`config.mk`:
```
export PLATFORM = sky130hd
export DESIGN_NAME = cbus_arbiter_flat
export DESIGN_NICKNAME = d
export VERILOG_FILES = /design/src/rtl/cbus_arbiter_pkg.sv /design/src/rtl/cbus_arbiter_if.sv /design/src/rtl/cbus_arbiter_rr_pick.sv /design/src/rtl/cbus_arbiter.sv /design/src/flat_wrapper.sv
export SDC_FILE = /design/constraint.sdc
export NUM_CORES = 1
export LEC_CHECK = 0
export CAP_MARGIN = 30
export CORE_AREA = 2 2 217 219
export CTS_CLUSTER_SIZE = 8
export DETAILED_ROUTE_END_ITERATION = 8
export DIE_AREA = 0 0 219 221
export PLACE_DENSITY = 0.44
export SLEW_MARGIN = 20
export SYNTH_ARGS = -nofsm -noshare
export SYNTH_HDL_FRONTEND = slang
export SYNTH_SLANG_ARGS = --single-unit
```
`constraint.sdc`:
```
create_clock -name clk -period 1.6 [get_ports clk]
set_clock_uncertainty 0.05 [all_clocks]
set_input_delay 0.16 -clock clk [delete_from_list [all_inputs] [get_ports clk]]
set_output_delay 0.16 -clock clk [all_outputs]
set_load 0.01 [all_outputs]
```
`src/rtl/cbus_arbiter_pkg.sv`:
```
// Shared cache-bus payload types and zero constants for the cbus arbiter slice.
//   cbus_req_t  : request from a cache controller (valid, direction, size, addr, len, data, strobe)
//   cbus_resp_t : response beat from the bus bridge (ready, last, data)
package cbus_arbiter_pkg;

  localparam int unsigned ADDR_W = 32;
  localparam int unsigned DATA_W = 64;
  localparam int unsigned STRB_W = DATA_W / 8;
  localparam int unsigned LEN_W  = 8;
  localparam int unsigned SIZE_W = 3;

  // len encodes beats-1
  typedef struct packed {
    logic              valid;
    logic              is_write;
    logic [SIZE_W-1:0] size;
    logic [ADDR_W-1:0] addr;
    logic [LEN_W-1:0]  len;
    logic [DATA_W-1:0] data;
    logic [STRB_W-1:0] strobe;
  } cbus_req_t;

  typedef struct packed {
    logic              ready;
    logic              last;
    logic [DATA_W-1:0] data;
  } cbus_resp_t;

  localparam cbus_req_t  CBUS_REQ_ZERO  = '0;
  localparam cbus_resp_t CBUS_RESP_ZERO = '0;

endpackage

```
`src/rtl/cbus_arbiter_if.sv`:
```
// Bundle of cache-side and bridge-side cbus signals around the arbiter.
//   ireqs  : requests from the caches          iresps : responses to the caches
//   oreq   : request to the bus bridge         oresp  : response from the bus bridge
// master is the arbiter's view (it masters the shared downstream port);
// slave is the view of the surrounding caches and bridge.
interface cbus_arbiter_if
  import cbus_arbiter_pkg::*;
#(
  parameter int unsigned NUM_INPUTS = 2
);

  cbus_req_t  ireqs  [NUM_INPUTS];
  cbus_resp_t iresps [NUM_INPUTS];
  cbus_req_t  oreq;
  cbus_resp_t oresp;

  modport master (
    input  ireqs,
    output iresps,
    output oreq,
    input  oresp
  );

  modport slave (
    output ireqs,
    input  iresps,
    input  oreq,
    output oresp
  );

endinterface

```
`src/rtl/cbus_arbiter_rr_pick.sv`:
```
// Combinational round-robin selector: first valid index at or after ptr, wrapping.
//   valid : per-requester valid vector     ptr : highest-priority index
//   found : some requester is valid        idx : winning index
module cbus_arbiter_rr_pick #(
  parameter int unsigned NUM_INPUTS = 2,
  parameter int unsigned IDX_BIT    = 1
) (
  input  logic [NUM_INPUTS-1:0] valid,
  input  logic [IDX_BIT-1:0]    ptr,
  output logic                  found,
  output logic [IDX_BIT-1:0]    idx
);

  logic [IDX_BIT-1:0] cand;

  // Scan NUM_INPUTS positions starting at ptr; the first hit wins.
  always_comb begin
    found = 1'b0;
    idx   = '0;
    cand  = '0;
    for (int unsigned k = 0; k < NUM_INPUTS; k++) begin
      cand = IDX_BIT'((32'(ptr) + k) % NUM_INPUTS);
      if (!found && valid[cand]) begin
        found = 1'b1;
        idx   = cand;
      end
    end
  end

endmodule

```
`src/rtl/cbus_arbiter.sv`:
```
// Round-robin arbiter sharing one cbus master port between NUM_INPUTS cache requesters.
//   clk, reset : clock and synchronous active-high reset
//   bus        : ireqs/iresps (cache side), oreq/oresp (bridge side)
// The winning request is latched and driven on oreq until the last response beat;
// responses are steered combinationally to the granted requester.
module cbus_arbiter
  import cbus_arbiter_pkg::*;
#(
  parameter int unsigned NUM_INPUTS = 2,
  parameter int unsigned IDX_BIT    = 1
) (
  input  logic          clk,
  input  logic          reset,
  cbus_arbiter_if.master bus
);

  typedef enum logic [0:0] {
    IDLE = 1'b0,
    BUSY = 1'b1
  } state_e;

  state_e             state_q;
  state_e             state_d;
  logic [IDX_BIT-1:0] ptr;
  logic [IDX_BIT-1:0] sel;
  cbus_req_t          saved_req;

  logic [NUM_INPUTS-1:0] req_valid_c;
  logic                  pick_found_c;
  logic [IDX_BIT-1:0]    pick_idx_c;
  logic                  burst_done_c;
  logic [IDX_BIT-1:0]    ptr_next_c;

  // Gather valid bits for the selector
  always_comb begin
    req_valid_c = '0;
    for (int unsigned i = 0; i < NUM_INPUTS; i++) begin
      req_valid_c[i] = bus.ireqs[i].valid;
    end
  end

  cbus_arbiter_rr_pick #(
    .NUM_INPUTS (NUM_INPUTS),
    .IDX_BIT    (IDX_BIT)
  ) u_rr_pick (
    .valid (req_valid_c),
    .ptr   (ptr),
    .found (pick_found_c),
    .idx   (pick_idx_c)
  );

  assign burst_done_c = (state_q == BUSY) && bus.oresp.ready && bus.oresp.last;
  // Winner drops to lowest priority
  assign ptr_next_c   = (sel == IDX_BIT'(NUM_INPUTS - 1)) ? '0 : sel + IDX_BIT'(1);

  // State register
  always_ff @(posedge clk) begin
    if (reset) begin
      state_q <= IDLE;
    end else begin
      state_q <= state_d;
    end
  end

  // Next-state logic
  always_comb begin
    state_d = state_q;
    case (state_q)
      IDLE:    if (pick_found_c) state_d = BUSY;
      BUSY:    if (burst_done_c) state_d = IDLE;
      default: state_d = IDLE;
    endcase
  end

  // Grant bookkeeping; saved_req doubles as the registered oreq and is cleared when idle
  always_ff @(posedge clk) begin
    if (reset) begin
      ptr       <= '0;
      sel       <= '0;
      saved_req <= CBUS_REQ_ZERO;
    end else if (state_q == IDLE && pick_found_c) begin
      saved_req       <= bus.ireqs[pick_idx_c];
      saved_req.valid <= 1'b1;
      sel             <= pick_idx_c;
    end else if (burst_done_c) begin
      ptr       <= ptr_next_c;
      saved_req <= CBUS_REQ_ZERO;
    end
  end

  assign bus.oreq = saved_req;

  // Output logic: steer the bridge response to the granted requester only
  always_comb begin
    for (int unsigned i = 0; i < NUM_INPUTS; i++) begin
      bus.iresps[i] = CBUS_RESP_ZERO;
      if (state_q == BUSY && sel == IDX_BIT'(i)) begin
        bus.iresps[i] = bus.oresp;
      end
    end
  end

endmodule

```
`src/flat_wrapper.sv`:
```
// flat-port wrapper written by rule: the top's interface ports become plain ports
module cbus_arbiter_flat import cbus_arbiter_pkg::*;
#(
  parameter int unsigned NUM_INPUTS = 2,
  parameter int unsigned IDX_BIT    = 1
)
  (clk, reset, bus_ireqs, bus_iresps, bus_oreq, bus_oresp);
  cbus_arbiter_if #(.NUM_INPUTS(NUM_INPUTS)) bus_i ();
  input  logic clk;
  input  logic reset;
  input wire logic [$bits(bus_i.ireqs)-1:0] bus_ireqs;
  output wire logic [$bits(bus_i.iresps)-1:0] bus_iresps;
  output wire logic [$bits(bus_i.oreq)-1:0] bus_oreq;
  input wire logic [$bits(bus_i.oresp)-1:0] bus_oresp;
  assign bus_i.ireqs = {>>{bus_ireqs}};
  assign bus_iresps = {>>{bus_i.iresps}};
  assign bus_oreq = bus_i.oreq;
  assign bus_i.oresp = bus_oresp;
  cbus_arbiter #(.NUM_INPUTS(NUM_INPUTS), .IDX_BIT(IDX_BIT)) u_core (.clk(clk), .reset(reset), .bus(bus_i));
endmodule
```
# After elaboration in Yosys (flattened, before gate mapping)
# Cells that the tools add are included.
[word_totals] register_bits=120 input_bits=302 output_inout_bits=249 elab_cells=47
[classes] addsub=2 magnitude_cmp=3 n_mux=19 bitwise_logic=4 reduce_logical=9
[ops] operator="$mux W116" n=3
[ops] operator="$mux W117" n=2
[ops] operator="$mux W66" n=2
[ops] operator="$mux W1" n=11
[ops] operator="$logic_and A1 B1 Y1" n=6
[ops] operator="$lt A1 B2 Y1 const B" n=2
[ops] operator="$not A1 Y1" n=3
[ops] operator="$add A1 B1 Y1 const B" n=2
[ops] operator="$ge A2 B2 Y1 const B" n=1
[ops] operator="$not A1 Y2" n=1
[ops] operator="$pmux W1 S2" n=1
[ops] operator="$reduce_and A2 Y1" n=1
[ops] operator="$reduce_bool A2 Y1" n=1
[ops] operator="$logic_not A1 Y1" n=1

# Depth between registers and ports, before layout
[logic_depth] ltp_word=11 ltp_mapped=7 depth_no_buf=3

# Modules after synthesis
# Synthesis repeated with hierarchy kept, for this count alone.
[unflattened] hier_cells=561 area_unflattened_um2=5909.4
[modules_own_cells] mod="cbus_arbiter" n_inst=1 cells_each=558 area_per_inst_um2=5891.9 seq_area_each_um2=2402.3
[modules_own_cells] mod="cbus_arbiter_rr_pick" n_inst=1 cells_each=3 area_per_inst_um2=17.5 seq_area_each_um2=0.0

# Worst setup path after synthesis
# Ideal clock, no wire load.
[synth_path] kind="reg-to-reg" start="register u_core.state_q" end="register u_core.saved_req, in the netlist u_core.bus.oreq[10]" setup_time_ns=0.122 arrival_time_ns=1.478 required_time_ns=1.428 setup_slack_ns=-0.050 stages_incl_launch_ff=8 n_path_buf=4 period_less_slack_ns=1.650 cell_sequence="dfxtp_1 buf_2 or2_1 buf_4 buf_2 clkbuf_1 nor3_1 a221o_1"
[synth_via] elab_chain_len=3 word_cells_on_any_way=6 cone_classes="mux (1); bitwise (1); reduce/logical (4)"
[synth_lines] element="start, declared" line_no="cbus_arbiter.sv:22" source="state_e state_q;"
[synth_lines] element="start signal, assigned" line_no="cbus_arbiter.sv:61" source="state_q <= state_d;"
[synth_lines] element="$logic_and A1 B1 Y1 / $not A1 Y1 (equally long branches)" line_no="cbus_arbiter.sv:52, cbus_arbiter.sv:81"
[synth_lines] element="$logic_and A1 B1 Y1 (on tied branches)" line_no="cbus_arbiter.sv:52, cbus_arbiter.sv:81"
[synth_lines] element="$reduce_bool A2 Y1 (no line) / $mux W117 (equally long branches)"
[synth_lines] element="end signal, assigned" line_no="cbus_arbiter.sv:82" source="saved_req <= bus.ireqs[pick_idx_c];"
[synth_lines] element="end, declared" line_no="cbus_arbiter.sv:26" source="cbus_req_t saved_req;"
# Parallel ways exist; a longest one is shown, timed or not.
# A chain may end at the register's enable or synchronous reset.

# Worst setup path in the final report
[layout_path] start="register u_core.state_q" end="register u_core.saved_req, in the netlist u_core.bus.oreq[11]"
# The elaborated chain is that of the path after synthesis.

==> flow_results.xml <==
<?xml version="1.0" encoding="UTF-8"?>
<metrics>
  <group name="cts">
    <metric name="clock_latency_at_the_later_pin_of_the_worst_skew_pair" unit="ps">420</metric>
    <metric name="clk_root_buffer_cell" unit="">clkbuf_16</metric>
    <metric name="cts.sinks" unit="">120</metric>
    <metric name="cts.clk_slew.worst_paths" unit="ps">60</metric>
    <metric name="cts_htree_levels" unit="">4</metric>
    <metric name="clk_path_buf_depth" unit="">2</metric>
    <metric name="tritoncts_buffer_count" unit="">17</metric>
    <metric name="cts_tree" unit="">done</metric>
  </group>
  <group name="power_and_ir_drop">
    <metric name="total_leakage_power" unit="nW">6.64</metric>
    <metric name="vdd_ir_drop_max" unit="V">0.000565</metric>
    <metric name="switching_share" unit="%">28.8</metric>
    <metric name="power_density" unit="nW/um2">736</metric>
    <metric name="internal_power" unit="W">0.00748</metric>
    <metric name="total_power" unit="W">0.0105</metric>
    <metric name="power.net_switching" unit="W">0.00303</metric>
    <metric name="power.sequential.fraction" unit="%">32.0</metric>
    <metric name="clock_power_share" unit="%">36.9</metric>
    <metric name="combPwrFrac" unit="%">31.1</metric>
  </group>
  <group name="sta">
    <metric name="finalWorstSetupSlack" unit="ps">-229</metric>
    <metric name="max_slew_margin" unit="%">71.4</metric>
    <metric name="fmaxAchievable" unit="MHz">547</metric>
    <metric name="timing.final.max_slew_violations" unit="">0</metric>
    <metric name="setup_viol_count_final" unit="">248</metric>
    <metric name="worstMarginPinSlew" unit="ps">429</metric>
    <metric name="period_minus_slack" unit="ps">1830</metric>
    <metric name="final.period_utilization" unit="%">114</metric>
    <metric name="report.final.hold_viol_count" unit="">0</metric>
    <metric name="rsz0062_at_grt" unit="">yes</metric>
  </group>
  <group name="synthesis">
    <metric name="synth_top_family_by_area" unit="">simple AND/OR/NAND/NOR gates</metric>
    <metric name="yosysTopAreaCell" unit="">dfxtp_1</metric>
    <metric name="synthMuxAreaShare" unit="%">0</metric>
    <metric name="post_synth_num_cell_types" unit="">23</metric>
    <metric name="synth_compound_area_share" unit="%">20.6</metric>
    <metric name="yosysSeqAreaShare" unit="%">40.6</metric>
    <metric name="synth_seq_cells" unit="">120</metric>
    <metric name="synth_top_area_share" unit="%">40.6</metric>
    <metric name="mapped_nets" unit="">1008</metric>
    <metric name="synth_simple_gate_area_share" unit="%">32.3</metric>
    <metric name="mapped_cells" unit="">706</metric>
    <metric name="post_synthesis_cell_area" unit="um2">5910</metric>
    <metric name="yosys_warnings" unit="">0</metric>
    <metric name="area_share_of_fa_ha_maj_cells_after_synthesis" unit="%">0</metric>
    <metric name="netlist_top_cells_area" unit="">dfxtp_1 (41%), a221o_1 (20%), nor3_1 (9.8%)</metric>
    <metric name="synth_xor_xnor_area_share" unit="%">0</metric>
    <metric name="syn-mean-instance-area" unit="um2">8.37</metric>
  </group>
  <group name="final_layout">
    <metric name="layout_cells_excl_fill" unit="">1920</metric>
    <metric name="layout.core_utilization" unit="%">31.0</metric>
    <metric name="final_cell_mix" unit="">clkdlybuf4s50_1 (372), dfxtp_1 (118), nand2_1 (116), a221o_1 (116), nor3_1 (105)</metric>
    <metric name="filler_cell_count" unit="">4904</metric>
    <metric name="most_common_cell_after_layout_fill_and_taps_aside" unit="">clkdlybuf4s50_1</metric>
    <metric name="nNetsFinal" unit="">1601</metric>
    <metric name="layout-area-overhead-vs-synth" unit="%">142</metric>
    <metric name="fraction_of_final_layout_cells_sized_beyond_drive_strength_1" unit="%">27.9</metric>
  </group>
  <group name="route">
    <metric name="dr_total_vias" unit="">7871</metric>
    <metric name="drt_first_pass_iters" unit="">4</metric>
    <metric name="detail-route-antenna-nets" unit="">0</metric>
    <metric name="detailedRoute.firstIterationViolations" unit="">340</metric>
    <metric name="drcViolationCount" unit="">0</metric>
    <metric name="post_drt_wl_per_cell" unit="um">19.2</metric>
    <metric name="drt_wl_total" unit="um">36900</metric>
    <metric name="via_per_inst" unit="">4.10</metric>
  </group>
  <group name="worst_setup_path">
    <metric name="worstSetupStartpointType" unit="">register</metric>
    <metric name="required" unit="ps">1920</metric>
    <metric name="critical_path.endpoint_type" unit="">register</metric>
    <metric name="critical_path_peak_fanout" unit="">8</metric>
    <metric name="criticalPathCategory" unit="">reg2reg</metric>
    <metric name="worst-endpoint-arrival" unit="ps">2150</metric>
  </group>
  <group name="die">
    <metric name="row_count" unit="">79</metric>
    <metric name="ioPinCount" unit="">551</metric>
    <metric name="overall_die_height" unit="um">221</metric>
    <metric name="core_outline_area" unit="um2">46100</metric>
    <metric name="die_area" unit="um2">48400</metric>
    <metric name="die_w" unit="um">219</metric>
    <metric name="start_util" unit="%">12.8</metric>
  </group>
  <group name="grt">
    <metric name="grt-ovfl-total" unit="">0</metric>
    <metric name="initial_antenna_violation_count" unit="">1</metric>
    <metric name="number_of_global_route_vias_before_repair" unit="">8072</metric>
    <metric name="grt_usage" unit="%">14.0</metric>
    <metric name="first_pass_grt_wire_length" unit="um">51500</metric>
    <metric name="grt_max_degree" unit="">76</metric>
  </group>
  <group name="job">
    <metric name="drv_cap" unit="">0</metric>
  </group>
  <group name="placement">
    <metric name="place_congestion" unit="">0.858</metric>
    <metric name="place.detailed.hpwl" unit="um">26200</metric>
    <metric name="io_buffer_count" unit="">550</metric>
    <metric name="placed_cells_incl_taps" unit="">1847</metric>
  </group>
  <group name="status">
    <metric name="violated_checks" unit="">setup timing</metric>
    <metric name="run_status" unit="">finished, violations left</metric>
  </group>
  <group name="hold_path">
    <metric name="hold_class" unit="">in2reg</metric>
  </group>
</metrics>
## cell type report
type                       count  area (um2)  share of cell area [%]
timing repair buffer         659        7080                    49.6
inverter                       3        13.8                  0.0964
antenna                        1        2.50                  0.0175
clock inverter                13         119                   0.832
tap                          607         759                    5.32
multi-input combinational    498        3450                    24.1
clock buffer                  19         453                    3.17
sequential                   120        2410                    16.9
## synthesized netlist by cell type
| cell type | number |
|---|---|
| clkbuf_1 | 58 |
| dfxtp_1 | 120 |
| nor3_1 | 116 |
| buf_2 | 16 |
| or2_1 | 1 |
| a21oi_2 | 1 |
| buf_4 | 9 |
| nand2b_1 | 1 |
| inv_1 | 3 |
| and2_1 | 67 |
| o21ai_0 | 2 |
| or3_1 | 2 |
| a21bo_2 | 1 |
| nor2_1 | 2 |
| buf_1 | 2 |
| a221o_1 | 116 |
| a311oi_1 | 1 |
| nand2_1 | 116 |
| and3_1 | 67 |
| a21oi_1 | 2 |
| a211oi_1 | 1 |
| nor2b_1 | 1 |
| nor3_4 | 1 |
## state kept, by name, summed over array words and instances, names as in the netlist
signal and count:
u_core.ptr 1, u_core.state_q 1, u_core.sel 1, u_core.bus.oreq 117
## per-layer routing
layer  vias up  global-route usage, %  part of all wire, %
li1       3820                      -                    -
met1      3696                   17.0                   42
met2       327                   23.4                   48
met3        26                   5.10                  8.2
met4         2                   3.14                  1.3
met5         -                      0                0.035
## path summary, 6_finish.rpt
check	startpoint	to	slack [ps]	depth (start not counted)
min	bus_ireqs[233]	u_core.state_q	200	4
max reg2reg	u_core.state_q	u_core.bus.oreq[11]	-230	8
max	u_core.state_q	u_core.bus.oreq[11]	-230	8
min reg2reg	u_core.bus.oreq[116]	u_core.bus.oreq[116]	420	2
## what timing repair did
| item | CTS | global route |
|---|---|---|
| endpoints found under the setup margin | 261 | 293 |
| pin swaps | 45 | 55 |
| hold buffers | 0 | 0 |
| setup buffers | 19 | 7 |
| hold endpoints to repair | 0 | 0 |
| resized for setup | 653 | 147 |
| gates cloned | 6 | 16 |
## critical path, stage by stage (launching register included)
cell and delay (ps):
dfxtp_4 360, buf_6 120, buf_6 110, or2_4 260, nor3_4 250, buf_6 170
buf_12 140, clkbuf_16 160, a221o_1 130
## cells by family (layout without fill, tap and decap cells)
kind of cell	after synthesis	after routing
AO/OA/AOI/OAI	124	124
flip-flops	120	120
AND/OR/NAND/NOR	374	374
other	0	1
buffers and inverters	88	694
## power by group through the flow
stage	Combinational, W	Clock (W)	Sequential [W]
final	0.00327	0.00388	0.00336
after global routing	0.00348	0.00417	0.00339
after CTS	0.00310	0.00406	0.00336
after detailed placement	0.00286	0	0.00342
after global placement	0.00287	0	0.00343
after floorplan	0.000793	0	0.00351
## through the flow
step | cell area, um2 | TNS [ps] | hold slack, ps | setup slack [ps]
5_1_grt | 14300 | -52540 | 197 | -301
3_5_place_dp | 12700 | -54220 | 420 | -420
4_1_cts | 13400 | -52220 | 164 | -292
3_3_place_gp | 12700 | -52210 | 418 | -394
6_report | 14300 | -33920 | 196 | -229
2_1_floorplan | 5940 | -911 | 179 | -30.4
(Power assumes the default switching activity.)
